`src/rtl/timekeeper_bcd.sv`:
```
// timekeeper_bcd: 24-hour BCD time-of-day source for the digital clock.
// Divides the 1 kHz clock into a seconds tick, keeps Hour/Minute/Second in BCD,
// and applies debounced hour/minute adjust keys. Pause freezes timekeeping.
// Optional build macro: HOURLY_CHIME_EN enables the hourly Chime output;
// when undefined, Chime is tied low and no chime logic exists.
`timescale 1ns/1ps
module timekeeper_bcd #(
    parameter int unsigned TICK_DIV     = 1000,
    parameter int unsigned DEBOUNCE_CYC = 20
) (
    input  logic       _1KHz,
    input  logic       Reset,
    input  logic       AdjHour,
    input  logic       AdjMin,
    input  logic       Pause,
    output logic [7:0] Hour,
    output logic [7:0] Minute,
    output logic [7:0] Second,
    output logic       SecTick,
    output logic       Chime
);

    localparam int unsigned PRE_W    = (TICK_DIV > 1) ? $clog2(TICK_DIV) : 1;
    localparam int unsigned DEB_W    = (DEBOUNCE_CYC > 1) ? $clog2(DEBOUNCE_CYC) : 1;
    localparam int unsigned KEY_MIN  = 0;
    localparam int unsigned KEY_HOUR = 1;

    localparam logic [PRE_W-1:0] PRE_LAST = PRE_W'(TICK_DIV - 1);
    localparam logic [DEB_W-1:0] DEB_LAST = DEB_W'(DEBOUNCE_CYC - 1);

    logic [PRE_W-1:0] presc;
    logic             tick_c;

    logic [1:0]       key_raw;
    logic [1:0]       sync1;
    logic [1:0]       sync2;
    logic [1:0]       stable;
    logic [1:0]       armed;
    logic [1:0]       pend;
    logic [1:0]       key_rise_c;
    logic [DEB_W-1:0] deb_cnt [2];

    logic [7:0]       hour_nxt;
    logic [7:0]       min_nxt;
    logic [7:0]       sec_nxt;

    // Two-digit BCD increment that wraps to 00 after lim.
    function automatic logic [7:0] bcd_inc(input logic [7:0] v, input logic [7:0] lim);
        logic [7:0] r;
        if (v == lim) begin
            r = 8'h00;
        end else if (v[3:0] == 4'd9) begin
            r = {4'(v[7:4] + 4'd1), 4'd0};
        end else begin
            r = {v[7:4], 4'(v[3:0] + 4'd1)};
        end
        return r;
    endfunction

    assign key_raw = {AdjHour, AdjMin};
    assign tick_c  = (presc == PRE_LAST) && !Pause;

    // Seconds prescaler; holds its count while paused.
    always_ff @(posedge _1KHz) begin
        if (Reset) begin
            presc <= '0;
        end else if (!Pause) begin
            if (tick_c) begin
                presc <= '0;
            end else begin
                presc <= presc + PRE_W'(1);
            end
        end
    end

    // Key synchronizers and debouncers. After reset a key must first be seen
    // low for the debounce time (armed) before a press can be accepted.
    always_ff @(posedge _1KHz) begin
        if (Reset) begin
            sync1  <= '0;
            sync2  <= '0;
            stable <= '0;
            armed  <= '0;
            for (int k = 0; k < 2; k++) begin
                deb_cnt[k] <= '0;
            end
        end else begin
            sync1 <= key_raw;
            sync2 <= sync1;
            for (int k = 0; k < 2; k++) begin
                if (!armed[k]) begin
                    if (sync2[k]) begin
                        deb_cnt[k] <= '0;
                    end else if (deb_cnt[k] == DEB_LAST) begin
                        armed[k]   <= 1'b1;
                        deb_cnt[k] <= '0;
                    end else begin
                        deb_cnt[k] <= deb_cnt[k] + DEB_W'(1);
                    end
                end else if (sync2[k] == stable[k]) begin
                    deb_cnt[k] <= '0;
                end else if (deb_cnt[k] == DEB_LAST) begin
                    stable[k]  <= sync2[k];
                    deb_cnt[k] <= '0;
                end else begin
                    deb_cnt[k] <= deb_cnt[k] + DEB_W'(1);
                end
            end
        end
    end

    // Rising edge of the debounced state, flagged on the edge it is accepted.
    always_comb begin
        key_rise_c = '0;
        for (int k = 0; k < 2; k++) begin
            key_rise_c[k] = armed[k] && !stable[k] && sync2[k] && (deb_cnt[k] == DEB_LAST);
        end
    end

    // Pending adjust flags: a tick cycle defers service, otherwise served at once.
    always_ff @(posedge _1KHz) begin
        if (Reset) begin
            pend <= '0;
        end else if (tick_c) begin
            pend <= pend | key_rise_c;
        end else begin
            pend <= key_rise_c;
        end
    end

    // Next time value: a tick has priority over pending adjusts.
    always_comb begin
        hour_nxt = Hour;
        min_nxt  = Minute;
        sec_nxt  = Second;
        if (tick_c) begin
            sec_nxt = bcd_inc(Second, 8'h59);
            if (Second == 8'h59) begin
                min_nxt = bcd_inc(Minute, 8'h59);
                if (Minute == 8'h59) begin
                    hour_nxt = bcd_inc(Hour, 8'h23);
                end
            end
        end else begin
            if (pend[KEY_MIN]) begin
                min_nxt = bcd_inc(Minute, 8'h59);
            end
            if (pend[KEY_HOUR]) begin
                hour_nxt = bcd_inc(Hour, 8'h23);
            end
        end
    end

    // Time registers and the seconds pulse.
    always_ff @(posedge _1KHz) begin
        if (Reset) begin
            Hour    <= 8'h00;
            Minute  <= 8'h00;
            Second  <= 8'h00;
            SecTick <= 1'b0;
        end else begin
            Hour    <= hour_nxt;
            Minute  <= min_nxt;
            Second  <= sec_nxt;
            SecTick <= tick_c;
        end
    end

`ifdef HOURLY_CHIME_EN
    // Chime follows the values being loaded so it lines up with the displayed time.
    always_ff @(posedge _1KHz) begin
        if (Reset) begin
            Chime <= 1'b0;
        end else begin
            Chime <= (min_nxt == 8'h59) && (sec_nxt >= 8'h55) && !Pause;
        end
    end
`else
    assign Chime = 1'b0;
`endif

endmodule

```
`config.mk`:
```
export PLATFORM = sky130hd
export DESIGN_NAME = timekeeper_bcd
export DESIGN_NICKNAME = d
export VERILOG_FILES = /design/src/rtl/timekeeper_bcd.sv
export SDC_FILE = /design/constraint.sdc
export NUM_CORES = 1
export LEC_CHECK = 0
export ABC_AREA = 1
export BUFFER_PORTS_ARGS = -buffer_cell sky130_fd_sc_hd__buf_2
export CORE_AREA = 2 2 108 110
export DETAILED_ROUTE_END_ITERATION = 16
export DIE_AREA = 0 0 110 112
export HOLD_SLACK_MARGIN = 0.06
export SKIP_CTS_REPAIR_TIMING = 1
export SLEW_MARGIN = 5
export SYNTH_ARGS = -nofsm -noshare
export SYNTH_HDL_FRONTEND = slang
export SYNTH_SLANG_ARGS = --single-unit
export TNS_END_PERCENT = 20
```
`constraint.sdc`:
```
create_clock -name _1KHz -period 3.3 [get_ports _1KHz]
set_clock_uncertainty 0.05 [all_clocks]
set_input_delay 0.66 -clock _1KHz [delete_from_list [all_inputs] [get_ports _1KHz]]
set_output_delay 0.66 -clock _1KHz [all_outputs]
set_load 0.01 [all_outputs]
```
# Yosys cells after proc, flatten, opt, wreduce, memory -nomap -nowiden
# Memories as Yosys holds them, arrays and structs flattened.
# Index checks and enable logic that the tools add are counted.
dict set report totals {
  register_bits 45
  ram_bits 10
  out_inout_bits 26
  mem_count 1
}
# memory depth word_bits rd rd_ports_with_merged_regs write_ports line
set memory_table {}
lappend memory_table {deb_cnt 2 5 2 0 2 41} ;# logic [DEB_W-1:0] deb_cnt [2];
dict set report classes {
  add_sub_neg 9
  eq_ne 13
  muxes 83
  n_bitwise 15
  reduce_logical 18
}
# cell count
set ops {}
lappend ops {{$mux 8} 13}
lappend ops {{$mux 5} 12}
lappend ops {{$mux 1} 56}
lappend ops {{$add 4x1->4 const B} 6}
lappend ops {{$eq 8x7->1 const B} 2}
lappend ops {{$eq 4x4->1 const B} 3}
lappend ops {{$or 1x1->1} 12}
lappend ops {{$add 10x1->10 const B} 1}
lappend ops {{$add 5x1->5 const B} 2}
lappend ops {{$eq 10x10->1 const B} 1}
lappend ops {{$eq 5x5->1 const B} 2}
lappend ops {{$mux 10} 1}
lappend ops {{$reduce_and 3->1} 3}
lappend ops {{$eq 8x6->1 const B} 1}
lappend ops {{$logic_and 1x1->1} 7}
lappend ops {{$reduce_bool 2->1} 3}
lappend ops {{$ne 2x1->1 const B} 2}
lappend ops {{$reduce_and 2->1} 2}
lappend ops {{$logic_not 1->1} 3}
lappend ops {{$eq 1x1->1} 2}
lappend ops {{$mux 2} 1}
lappend ops {{$not 1->1} 2}
lappend ops {{$or 2x2->2} 1}

# Longest topological paths before layout
# An unclocked memory read counts as a cell.
dict set report logic_depth {
  depth_word 12
  depth_mapped 12
}

# Worst setup path before layout
# OpenSTA, ideal clock, no wires.
dict set report synth_timing {
  path_type {input-to-reg}
  from {input port Pause}
  to {register Minute[4]}
  setup_ps 114
  arrival_ps 1534
  required_time_ps 3136
  path_slack_ps 1602
  path_stages 11
  n_path_buf 1
  cell_sequence {inv_2 nand2_1 inv_2 nand2_2 nor2_8 nand2_4 nand2_4 buf_12 nand3_1 nand2_1 a21oi_2}
}
dict set report synth_between {
  elab_chain_len 4
  word_cells_on_any_way 6
  cone_classes {eq/ne: 1; mux: 1; reduce/logical: 4}
}
# element line
set synth_lines {}
lappend synth_lines {{start, declared} 15} ;# input logic Pause,
lappend synth_lines {{$logic_not 1->1 *} -}
lappend synth_lines {{$logic_and 1x1->1 *} 61} ;# assign tick_c = (presc == PRE_LAST) && !Pause;
lappend synth_lines {{$ne 2x1->1 (no line) / $reduce_bool 2->1 (equally long branches)} -}
lappend synth_lines {{$reduce_and 2->1 (no line)} -}
lappend synth_lines {{end signal, assigned} 163} ;# Minute <= min_nxt;
lappend synth_lines {{end, declared} 17} ;# output logic [7:0] Minute,
# Every way passes the cells marked *; elsewhere a longest branch is shown, timed or not.
# A chain may end at the register's enable or synchronous reset.

# Final worst setup path
dict set report layout_timing {
  from {register Minute[4]}
  to {register Hour[5]}
}
dict set report layout_between {
  elab_chain_len 3
}
# element line
set layout_lines {}
lappend layout_lines {{$eq 8x7->1} 140} ;# if (Minute == 8'h59) begin
lappend layout_lines {{$ne 2x1->1 (no line)} -}
lappend layout_lines {{$reduce_and 3->1 (no line)} -}
lappend layout_lines {{end signal, assigned} 162} ;# Hour <= hour_nxt;
lappend layout_lines {{end, declared} 16} ;# output logic [7:0] Hour,
# No other way between the ends.

==> flow_metrics.tcl <==
set metrics [dict create \
    fill_cells 1191 \
    period_share 0.535 \
    p_seq_frac 0.526 \
    placement.io_buffers 29 \
    cp.required_ps 3430 \
    drive_above_1_share 0.155 \
    dieArea_sq_um 12300 \
    grt_pass1_vias 2205 \
    die_w_um 110 \
    cts.sinks 55 \
    p_clk_frac 0.436 \
    fin_area_sq_um 3320 \
    antenna_found_initial 0 \
    antennaDiodeCount 0 \
    leakage_nw 1.44 \
    fmax_mhz 566 \
    cts_tree "built" \
    setup_viol 0 \
    switching_power_uw 276 \
    cts.clk_slew.worst_paths_ps 70 \
    hold_violations 0 \
    path_buf_inv 0 \
    io_pins 31 \
    die_h_um 112 \
    crit_slowest_cell "dfxtp_1" \
    rsz0062_at_grt "false" \
    ir_drop_mv 0.203 \
    cts_buffers 5 \
    grt-ovfl-total 0 \
    via_per_inst 4.40 \
    setup_ws_ps 1530 \
    cp.arrival_ps 1900 \
    final_cells 542 \
    maxCapViolCount 0 \
    clockBufferDepth 2 \
    swShare 0.204 \
    syn_avg_cell_area_sq_um 7.93 \
    finalWirelength_mm 5.71 \
    power.internal_mw 1.08 \
    place_ws_ps 1340 \
    htreeDepth 2 \
    fin_hold_ws_ps 366 \
    ant_nets 0 \
    yosysSeqAreaShare 0.426 \
    fin_nets 416 \
    cp_cell_sequence "ha_1 > nand2_1 > nor2_1 > nand2_1 > o21ai_4 > nand3_2 > nand3_1 > o21ai_1" \
    insertion_delay_ps 290 \
    fp.coreArea_sq_um 11200 \
    yosysWarnings 0 \
    p_per_area_nw_per_um2 408 \
    dr.pass1.iters 5 \
    drv_slew 0 \
    ys_types 39 \
    synth_cells 356 \
    wl_per_cell_um 10.5 \
    worstPathMaxFanout 10 \
    grt_max_degree 23 \
    power_frac_comb 0.038 \
    cts-root-buf "clkbuf_16" \
    synth-seq-cells 55 \
    path_delay_family "simple AND/OR/NAND/NOR gates" \
    syn_to_final_growth_pct 17.6 \
    gp_congestion 0.801 \
    worstSetupStartpointType "register" \
    critPathKind "register to register" \
    hpwl_mm 4.34 \
    grt_usage 0.0954 \
    num_rows 39 \
    syn_area_sq_um 2820 \
    drc 0 \
    hp-class "register to register" \
    postPlaceCellArea_sq_um 3160 \
    vias 2386 \
    path_common_cell "nand2_1" \
    drtIter0Drc 110 \
    max_stage_delay_ps 460 \
    end_kind "register" \
    fin_crit_ps 1770 \
    placedCellCount 534 \
    grt_pass1_wl_mm 9.48 \
    outcome "complete, no violations" \
    tns_ps 0 \
    start_util 0.252 \
]
-- routing by layer --
layer,global-route usage,part of all wire
met5,0,0
met1,0.121,0.46
met2,0.154,0.47
met3,0.0222,0.055
met4,0.0405,0.016
-- worst reg2reg max path: cells and delay by family (launching register included) --
| kind | cells | cell delay [ps] |
|---|---|---|
| DFF | 1 | 460 |
| and+or+nand+nor | 5 | 580 |
| adders and majority gates | 1 | 190 |
| AOI/OAI and AO/OA | 2 | 380 |
-- synth_stat cells, drive strengths merged --
cell type / count / area, sq um
o211ai: 1 / 7.51
nor3: 3 / 15.0
clkinv: 2 / 7.51
nor3b: 1 / 7.51
dfxtp: 45 / 901
o31ai: 4 / 30.0
xnor2: 3 / 26.3
o21a: 1 / 7.51
conb: 2 / 7.51
a31oi: 1 / 6.26
nand2: 67 / 277
edfxtp: 10 / 300
nand3b: 3 / 47.6
nor2: 59 / 250
nand3: 34 / 193
xor2: 9 / 78.8
a21oi: 17 / 96.4
ha: 13 / 163
o21bai: 1 / 7.51
buf: 4 / 37.5
inv: 44 / 165
nand4: 14 / 87.6
clkbuf: 2 / 7.51
o21ai: 16 / 95.1
-- power groups by stage --
stage          Clock, mW  Combinational, mW  Sequential [mW]
5_1_grt            0.631             0.0615            0.713
6_report           0.590             0.0521            0.711
2_1_floorplan          0             0.0391            0.724
4_1_cts            0.610             0.0529            0.711
3_5_place_dp           0             0.0526            0.727
3_3_place_gp           0             0.0511            0.726
-- final timing paths --
| check | start | end | slack [ps] | cells past startpoint |
|---|---|---|---|---|
| max | Minute[4]$_SDFFE_PP0P_ | Hour[5]$_SDFFE_PP0P_ | 1530 | 8 |
| min | sync1[1]$_SDFF_PP0_ | sync2[1]$_SDFF_PP0_ | 370 | 2 |
| max reg2reg | Minute[4]$_SDFFE_PP0P_ | Hour[5]$_SDFFE_PP0P_ | 1530 | 8 |
| min reg2reg | sync1[1]$_SDFF_PP0_ | sync2[1]$_SDFF_PP0_ | 370 | 2 |
-- cell type report --
class / instances / area, sq um / share of cell area
Clock buffer: 7 / 133 / 0.0400
Clock inverter: 1 / 30.0 / 0.00905
Inverter: 46 / 173 / 0.0520
Multi-Input combinational cell: 258 / 1440 / 0.433
Sequential cell: 55 / 1200 / 0.362
Tap cell: 143 / 179 / 0.0539
Timing Repair Buffer: 32 / 168 / 0.0505
-- sequential cells by signal, summed over array words and instances (netlist names) --
register  cells
deb_cnt      10
presc        10
Hour          8
Minute        8
Second        8
armed         2
pend          2
stable        2
sync1         2
sync2         2
SecTick       1
-- stage by stage --
step	total power [mW]	util
global route	1.41	0.297
floorplan	0.763	-
detailed placement	0.780	0.282
finish	1.35	0.297
CTS	1.37	0.297
global placement	0.777	0.282
-- layout by cell type (no fill, tap or decap), drive strengths merged, types with 4 or more instances in the layout --
cell type  instances
edfxtp            10
nand3             34
xor2               9
o21ai             16
a21oi             17
dfxtp             45
nor2              59
conb              11
o31ai              4
buf               32
nand4             14
nand2             67
clkbuf             7
ha                13
inv               44
-- cells by family (layout without fill, tap and decap cells) --
group | after synthesis | after routing | share of synthesized area
and+or+nand+nor | 181 | 181 | 0.311
DFF | 55 | 55 | 0.426
buffers and inverters | 52 | 86 | 0.0772
AOI/OAI and AO/OA | 41 | 41 | 0.0887
adders and majority gates | 13 | 13 | 0.0577
xor gates and xnor gates | 12 | 12 | 0.0373
other | 2 | 11 | 0.00266
Power figures use the tool's default switching activity.
